**config.mk**
```make
export PLATFORM = sky130hd
export DESIGN_NAME = uart_tick_tx
export DESIGN_NICKNAME = d
export VERILOG_FILES = /design/src/rtl/uart_pkg.sv /design/src/rtl/uart_tx_shreg.sv /design/src/rtl/uart_tick_tx.sv
export SDC_FILE = /design/constraint.sdc
export NUM_CORES = 1
export LEC_CHECK = 0
export ABC_AREA = 1
export CAP_MARGIN = 20
export CORE_MARGIN = 10
export CORE_UTILIZATION = 41
export DETAILED_ROUTE_END_ITERATION = 12
export PLACE_DENSITY_LB_ADDON = 0.1
export SYNTH_ARGS = -nofsm -noshare
export SYNTH_HDL_FRONTEND = slang
export SYNTH_SLANG_ARGS = --single-unit
```
**constraint.sdc**
```tcl
create_clock -name i_clk -period 1.95 [get_ports i_clk]
set_input_delay 0.2925 -clock i_clk [delete_from_list [all_inputs] [get_ports i_clk]]
set_output_delay 0.2925 -clock i_clk [all_outputs]
set_load 0.02 [all_outputs]
```
**src/rtl/uart_pkg.sv**
```systemverilog
// -----------------------------------------------------------------------------
// uart_pkg
// Shared definitions for the tick-paced UART transmitter.
//   state_e      : transmitter FSM state encoding (IDLE/START/DATA/PARITY/STOP)
//   LINE_IDLE    : level of the serial line between frames (mark)
//   START_LEVEL  : level of the start bit (space)
// PARITY is always part of the encoding so the state register width does not
// depend on the UART_TX_PARITY_EN build option.
// -----------------------------------------------------------------------------
package uart_pkg;

  localparam logic [2:0] ST_IDLE   = 3'd0;
  localparam logic [2:0] ST_START  = 3'd1;
  localparam logic [2:0] ST_DATA   = 3'd2;
  localparam logic [2:0] ST_PARITY = 3'd3;
  localparam logic [2:0] ST_STOP   = 3'd4;

  typedef enum logic [2:0] {
    IDLE   = ST_IDLE,
    START  = ST_START,
    DATA   = ST_DATA,
    PARITY = ST_PARITY,
    STOP   = ST_STOP
  } state_e;

  localparam logic LINE_IDLE   = 1'b1;
  localparam logic START_LEVEL = 1'b0;

endpackage : uart_pkg

```
**src/rtl/uart_tx_shreg.sv**
```systemverilog
// -----------------------------------------------------------------------------
// uart_tx_shreg
// Load/shift register for the outgoing payload plus a saturating count of the
// data bits already shifted out.
//   i_clk, w_reset : clock and synchronous active-high reset
//   i_load         : capture i_data, clear the bit count
//   i_shift        : shift right by one (zero fill), count one more bit
//   i_data         : payload to capture
//   o_bit0         : bit currently at the line end of the register
//   o_bit1         : bit that becomes o_bit0 after the next shift
//   o_last         : the bit at o_bit0 is the final data bit of the frame
// -----------------------------------------------------------------------------
module uart_tx_shreg #(
  parameter int p_DATA_BITS = 8
) (
  input  logic                   i_clk,
  input  logic                   w_reset,
  input  logic                   i_load,
  input  logic                   i_shift,
  input  logic [p_DATA_BITS-1:0] i_data,
  output logic                   o_bit0,
  output logic                   o_bit1,
  output logic                   o_last
);

  localparam int               CNT_W    = $clog2(p_DATA_BITS + 1);
  localparam logic [CNT_W-1:0] CNT_LAST = CNT_W'(p_DATA_BITS - 1);
  localparam logic [CNT_W-1:0] CNT_MAX  = CNT_W'(p_DATA_BITS);

  logic [p_DATA_BITS-1:0] shreg_q, shreg_d;
  logic [CNT_W-1:0]       cnt_q, cnt_d;

  // NOTE: every variable assigned in always_comb gets a default first, so no
  // path leaves it unassigned and no latch is inferred.
  always_comb begin
    shreg_d = shreg_q;
    cnt_d   = cnt_q;
    if (i_load) begin
      shreg_d = i_data;
      cnt_d   = '0;
    end else if (i_shift) begin
      shreg_d = {1'b0, shreg_q[p_DATA_BITS-1:1]};
      // Saturate: a stray extra shift can never wrap the count back to "first bit".
      if (cnt_q != CNT_MAX) cnt_d = cnt_q + CNT_W'(1);
    end
  end

  // NOTE: the payload register is never read before a load, so it carries no
  // reset; only control state (the count) is reset.
  always_ff @(posedge i_clk) begin
    shreg_q <= shreg_d;
  end

  // NOTE: sequential state uses non-blocking assignments so every flop samples
  // the pre-edge values regardless of statement order.
  always_ff @(posedge i_clk) begin
    if (w_reset) cnt_q <= '0;
    else         cnt_q <= cnt_d;
  end

  assign o_bit0 = shreg_q[0];
  assign o_bit1 = shreg_q[1];
  assign o_last = (cnt_q == CNT_LAST);

endmodule : uart_tx_shreg

```
**src/rtl/uart_tick_tx.sv**
```systemverilog
// -----------------------------------------------------------------------------
// uart_tick_tx
// UART transmitter paced by an external one-cycle bit-rate strobe. Each frame
// is start bit, p_DATA_BITS data bits LSB first, optional parity, stop bit(s).
// The accept pulse is fed back to the period counter's reset so the first bit
// boundary lands exactly one tick period after the accept edge.
// Build option: define UART_TX_PARITY_EN to insert a parity bit after the data
// (even, or odd when p_PARITY_ODD=1). Without it p_PARITY_ODD is ignored.
//   i_clk, w_reset : clock and synchronous active-high reset
//   i_tick         : bit-time strobe from the period counter
//   o_tick_sync    : restart request to the period counter (= accept)
//   i_valid/i_data : byte offered for transmission
//   o_ready        : idle, byte can be accepted this cycle
//   o_tx           : serial line, idle high, registered
//   o_busy         : frame in progress (~o_ready)
//   o_done         : one-cycle pulse after the final stop bit
// -----------------------------------------------------------------------------
module uart_tick_tx #(
  parameter int p_DATA_BITS  = 8,
  parameter int p_STOP_BITS  = 1,
  parameter int p_PARITY_ODD = 0
) (
  input  logic                   i_clk,
  input  logic                   w_reset,
  input  logic                   i_tick,
  output logic                   o_tick_sync,
  input  logic                   i_valid,
  input  logic [p_DATA_BITS-1:0] i_data,
  output logic                   o_ready,
  output logic                   o_tx,
  output logic                   o_busy,
  output logic                   o_done
);

  import uart_pkg::*;

  if (p_DATA_BITS < 5 || p_DATA_BITS > 9) begin : g_bad_data_bits
    $error("uart_tick_tx: p_DATA_BITS must be 5..9");
  end
  if (p_STOP_BITS != 1 && p_STOP_BITS != 2) begin : g_bad_stop_bits
    $error("uart_tick_tx: p_STOP_BITS must be 1 or 2");
  end
  if (p_PARITY_ODD != 0 && p_PARITY_ODD != 1) begin : g_bad_parity
    $error("uart_tick_tx: p_PARITY_ODD must be 0 or 1");
  end

  // Value of the stop counter on the last stop bit.
  localparam logic STOP_LAST = (p_STOP_BITS == 2);

  state_e state_q, state_d;
  logic   tx_q, tx_d;
  logic   done_q, done_d;
  logic   stop_cnt_q, stop_cnt_d;
  logic   accept, load, shift;
  logic   bit0, bit1, last;

`ifdef UART_TX_PARITY_EN
  logic parity_q, parity_d;
`endif

  assign o_ready     = (state_q == IDLE);
  assign o_busy      = ~o_ready;
  // Reset wins over a coincident request so the counter restart stays quiet.
  assign accept      = i_valid & o_ready & ~w_reset;
  assign o_tick_sync = accept;
  assign o_tx        = tx_q;
  assign o_done      = done_q;

  uart_tx_shreg #(
    .p_DATA_BITS (p_DATA_BITS)
  ) u_shreg (
    .i_clk   (i_clk),
    .w_reset (w_reset),
    .i_load  (load),
    .i_shift (shift),
    .i_data  (i_data),
    .o_bit0  (bit0),
    .o_bit1  (bit1),
    .o_last  (last)
  );

  // tx_d is the level of the bit that starts on this edge, so the registered
  // line changes on the same edge as the state.
  always_comb begin
    state_d    = state_q;
    tx_d       = tx_q;
    done_d     = 1'b0;
    stop_cnt_d = stop_cnt_q;
    load       = 1'b0;
    shift      = 1'b0;
    unique case (state_q)
      IDLE: begin
        // Ticks while idle are ignored; an accept also discards a coincident tick.
        if (accept) begin
          state_d = START;
          tx_d    = START_LEVEL;
          load    = 1'b1;
        end
      end
      START: begin
        if (i_tick) begin
          state_d = DATA;
          tx_d    = bit0;
        end
      end
      DATA: begin
        if (i_tick) begin
          shift = 1'b1;
          if (last) begin
`ifdef UART_TX_PARITY_EN
            state_d = PARITY;
            tx_d    = parity_q;
`else
            state_d    = STOP;
            tx_d       = LINE_IDLE;
            stop_cnt_d = 1'b0;
`endif
          end else begin
            tx_d = bit1;
          end
        end
      end
`ifdef UART_TX_PARITY_EN
      PARITY: begin
        if (i_tick) begin
          state_d    = STOP;
          tx_d       = LINE_IDLE;
          stop_cnt_d = 1'b0;
        end
      end
`endif
      STOP: begin
        if (i_tick) begin
          if (stop_cnt_q == STOP_LAST) begin
            state_d = IDLE;
            done_d  = 1'b1;
          end else begin
            stop_cnt_d = 1'b1;
          end
        end
      end
      default: begin
        state_d = IDLE;
        tx_d    = LINE_IDLE;
      end
    endcase
  end

  always_ff @(posedge i_clk) begin
    if (w_reset) begin
      state_q    <= IDLE;
      tx_q       <= LINE_IDLE;
      done_q     <= 1'b0;
      stop_cnt_q <= 1'b0;
    end else begin
      state_q    <= state_d;
      tx_q       <= tx_d;
      done_q     <= done_d;
      stop_cnt_q <= stop_cnt_d;
    end
  end

`ifdef UART_TX_PARITY_EN
  // Parity is taken from the whole byte at load time, before any shifting.
  always_comb begin
    parity_d = parity_q;
    if (load) parity_d = (^i_data) ^ (p_PARITY_ODD != 0);
  end

  always_ff @(posedge i_clk) begin
    parity_q <= parity_d;
  end
`endif

endmodule : uart_tick_tx

```
==> results.cfg, run 1 <==
[run_status]
status = finished clean

[route]
drtAntennaViolNets = 0
drt_iter0_drc = 32
drc = 0
dr.pass1.iters = 6
via_per_inst = 4.730
vias = 771
wl_per_cell_um = 11.41
routed_wl_um = 1860

[placement]
routabilityCongestion = 0.8112
dp_hpwl_um = 1499
port_buffers = 16
placed_cells = 159

[global_routing]
grt_first_pass_wirelength_um = 3360
grtUsageTotal_pct = 9.573
grt_max_degree = 12
gr-total-overflow = 0
antenna_found_initial = 0
grt_pass1_vias = 783

[hold_path]
hp-start = o_tx
hold_class = reg2reg
hold_depth = 2

[die]
core_area_um2 = 2002
row_count = 16
die_height_um = 66.35
io_pins = 17
die_area_um2 = 4402
initial_core_util_pct = 44.00
die_w_um = 66.35

[synth]
synth_top_area_share_pct = 27.27
yosys.cell_count.top_type = nand2_1
synth-edff-count = 8
syn_area_um2 = 880.8
synth_cell_types = 19
synthFlopType = dfxtp_1
ys_seq_elements = 17
synthTopCellsByArea = edfxtp_1 27%, dfxtp_1 20%, nand2_1 14%
syn_nets = 127
ys_warn_count = 0
synth_top_area_cell = edfxtp_1
avgSynthCellArea_um2 = 7.795
synth_cells = 113
synth_seq_area_share_pct = 47.73
postSynth.asyncResetShare_pct = 0
synth_common_cells = 33 x nand2_1, 13 x inv_1, 12 x nor2_1, 9 x dfxtp_1, 8 x edfxtp_1

[timing]
relSlewSlack_pct = 76.83
drv_slew = 0
final-setup-viol-count = 0
period_share_pct = 95.87
hold_viol_final = 0
fin_crit_ps = 1869
setup_tns_ps = 0
rsz0062_at_grt = no
finClkSkew_ps = 0.6625
fmax_mhz = 534.9
worst_pin_slew_ps = 346.7

[run]
cap_violations = 0

[clock_tree]
ctsHoldBuffers = 0
cts_root_buf = clkbuf_4
cts_buffers = 3
htree_levels = 1
postCtsResizedCells = 1
cts_setup_buffers = 0
tritoncts = yes
cts_buffer_depth = 2
clk_pin_slew_ps = 100
clock-sinks = 17
insertion_delay_ps = 280

[final_layout]
utilization_pct = 56.19
stdcell_count = 163
antennaDiodeCount = 0
drive_gt1_share_pct = 17.65
final_nets = 151
syn2layout_area_growth_pct = 27.70

[worst_setup_path]
crit_type = reg2out
cp-startpoint = state_q[1]
cp_max_fo = 6
reg2regPathDepth = 6
required_ps = 1660
worstSetupEndpointType = output pin
cp-start-kind = flip-flop
r2r-start = state_q[2]
crit_arrival_ps = 1580

[pwr]
ir_drop_v = 0.0005195
leakagePower_nw = 0.5031
powerDensity_nw_per_um2 = 1007
==> worst max-delay path, stage by stage (launching register included) <==
cell and delay (ps):
dfxtp_1 460, inv_1 100, nand2_2 120, clkdlybuf4s50_1 610
==> through the flow <==
stage / hold WS, ps / instance area, um2 / worst slack (ps) / power [W]
floorplan: 354.9 / 880.8 / 404.2 / 0.0007996
global route: 540.7 / 1125 / 8.802 / 0.001224
global placement: 490.2 / 1097 / -17.95 / 0.0009501
CTS: 514.6 / 1122 / 24.17 / 0.001149
finish: 505.7 / 1125 / 80.59 / 0.001132
detailed placement: 497.8 / 1097 / -24.16 / 0.0009625
==> layer usage <==
metal / share of wire [%] / vias to the layer above / GRT usage (%) / wire length, um
met5: 0 / - / 0 / 0
met4: 0.75 / 0 / 5.236 / 14
met3: 4.1 / 2 / 2.881 / 77
met2: 50 / 9 / 15.67 / 927
met1: 45 / 363 / 10.80 / 840
li1: - / 397 / - / -
==> state kept, by name, indices dropped and copies added (netlist names) <==
register         flops
state_q              3
o_done               1
u_shreg.shreg_q      8
o_tx                 1
u_shreg.cnt_q        4
==> final cells by class <==
class	instances	area (um2)
Clock buffer	4	26.28
Inverter	16	60.06
Sequential cell	17	420.4
Multi-Input combinational cell	79	392.9
Tap cell	27	33.78
Fill cell	216	877.1
Timing Repair Buffer	20	191.4
==> kinds of logic after synthesis <==
group,Yosys count,share of synthesized area (%)
xor+xnor,1,0.9945
simple gates,66,33.81
buf+inv,17,7.671
fa+ha+maj,2,2.840
compound gates,10,6.960
flops,17,47.73
==> placed cells by master, fill, tap and decap left out <==
cell             count
a21oi_1              2
a21oi_2              2
buf_4                4
clkbuf_1             1
clkbuf_4             3
clkdlybuf4s50_1     14
dfxtp_1              9
dlygate4sd2_1        1
dlymetal6s2s_1       1
edfxtp_1             8
ha_1                 2
inv_1               13
inv_2                3
nand2_1             33
nand2_2              6
nand3_1              6
nor2_1              12
nor2_2               3
nor2_4               2
nor3_1               4
o21ai_0              4
o21ai_1              1
o21ai_2              1
xnor2_1              1
==> worst paths after layout <==
path | endpoint | slack [ps]
setup / recovery | o_busy | 80
hold / removal | o_tx | 510
setup reg to reg | u_shreg.shreg_q[4] | 380
hold reg to reg | o_tx | 510
==> power breakdown <==
group	internal (W)	switching (W)	leakage, nW
registers	0.000461	0.0000404	0.149
clock network	0.0000794	0.000109	0.0150
logic	0.000176	0.000266	0.339
total	0.000717	0.000416	0.503
(Power assumes the default switching activity.)
==> run 2, diff against run 1 <==
--- a/config.mk
+++ b/config.mk
@@ -10,6 +10,7 @@
 export CORE_MARGIN = 10
 export CORE_UTILIZATION = 41
 export DETAILED_ROUTE_END_ITERATION = 12
+export HOLD_SLACK_MARGIN = 0.15
 export PLACE_DENSITY_LB_ADDON = 0.1
 export SYNTH_ARGS = -nofsm -noshare
 export SYNTH_HDL_FRONTEND = slang
==> results of run 2 <==
Final layout, timing and power as in run 1 (identical DEF).
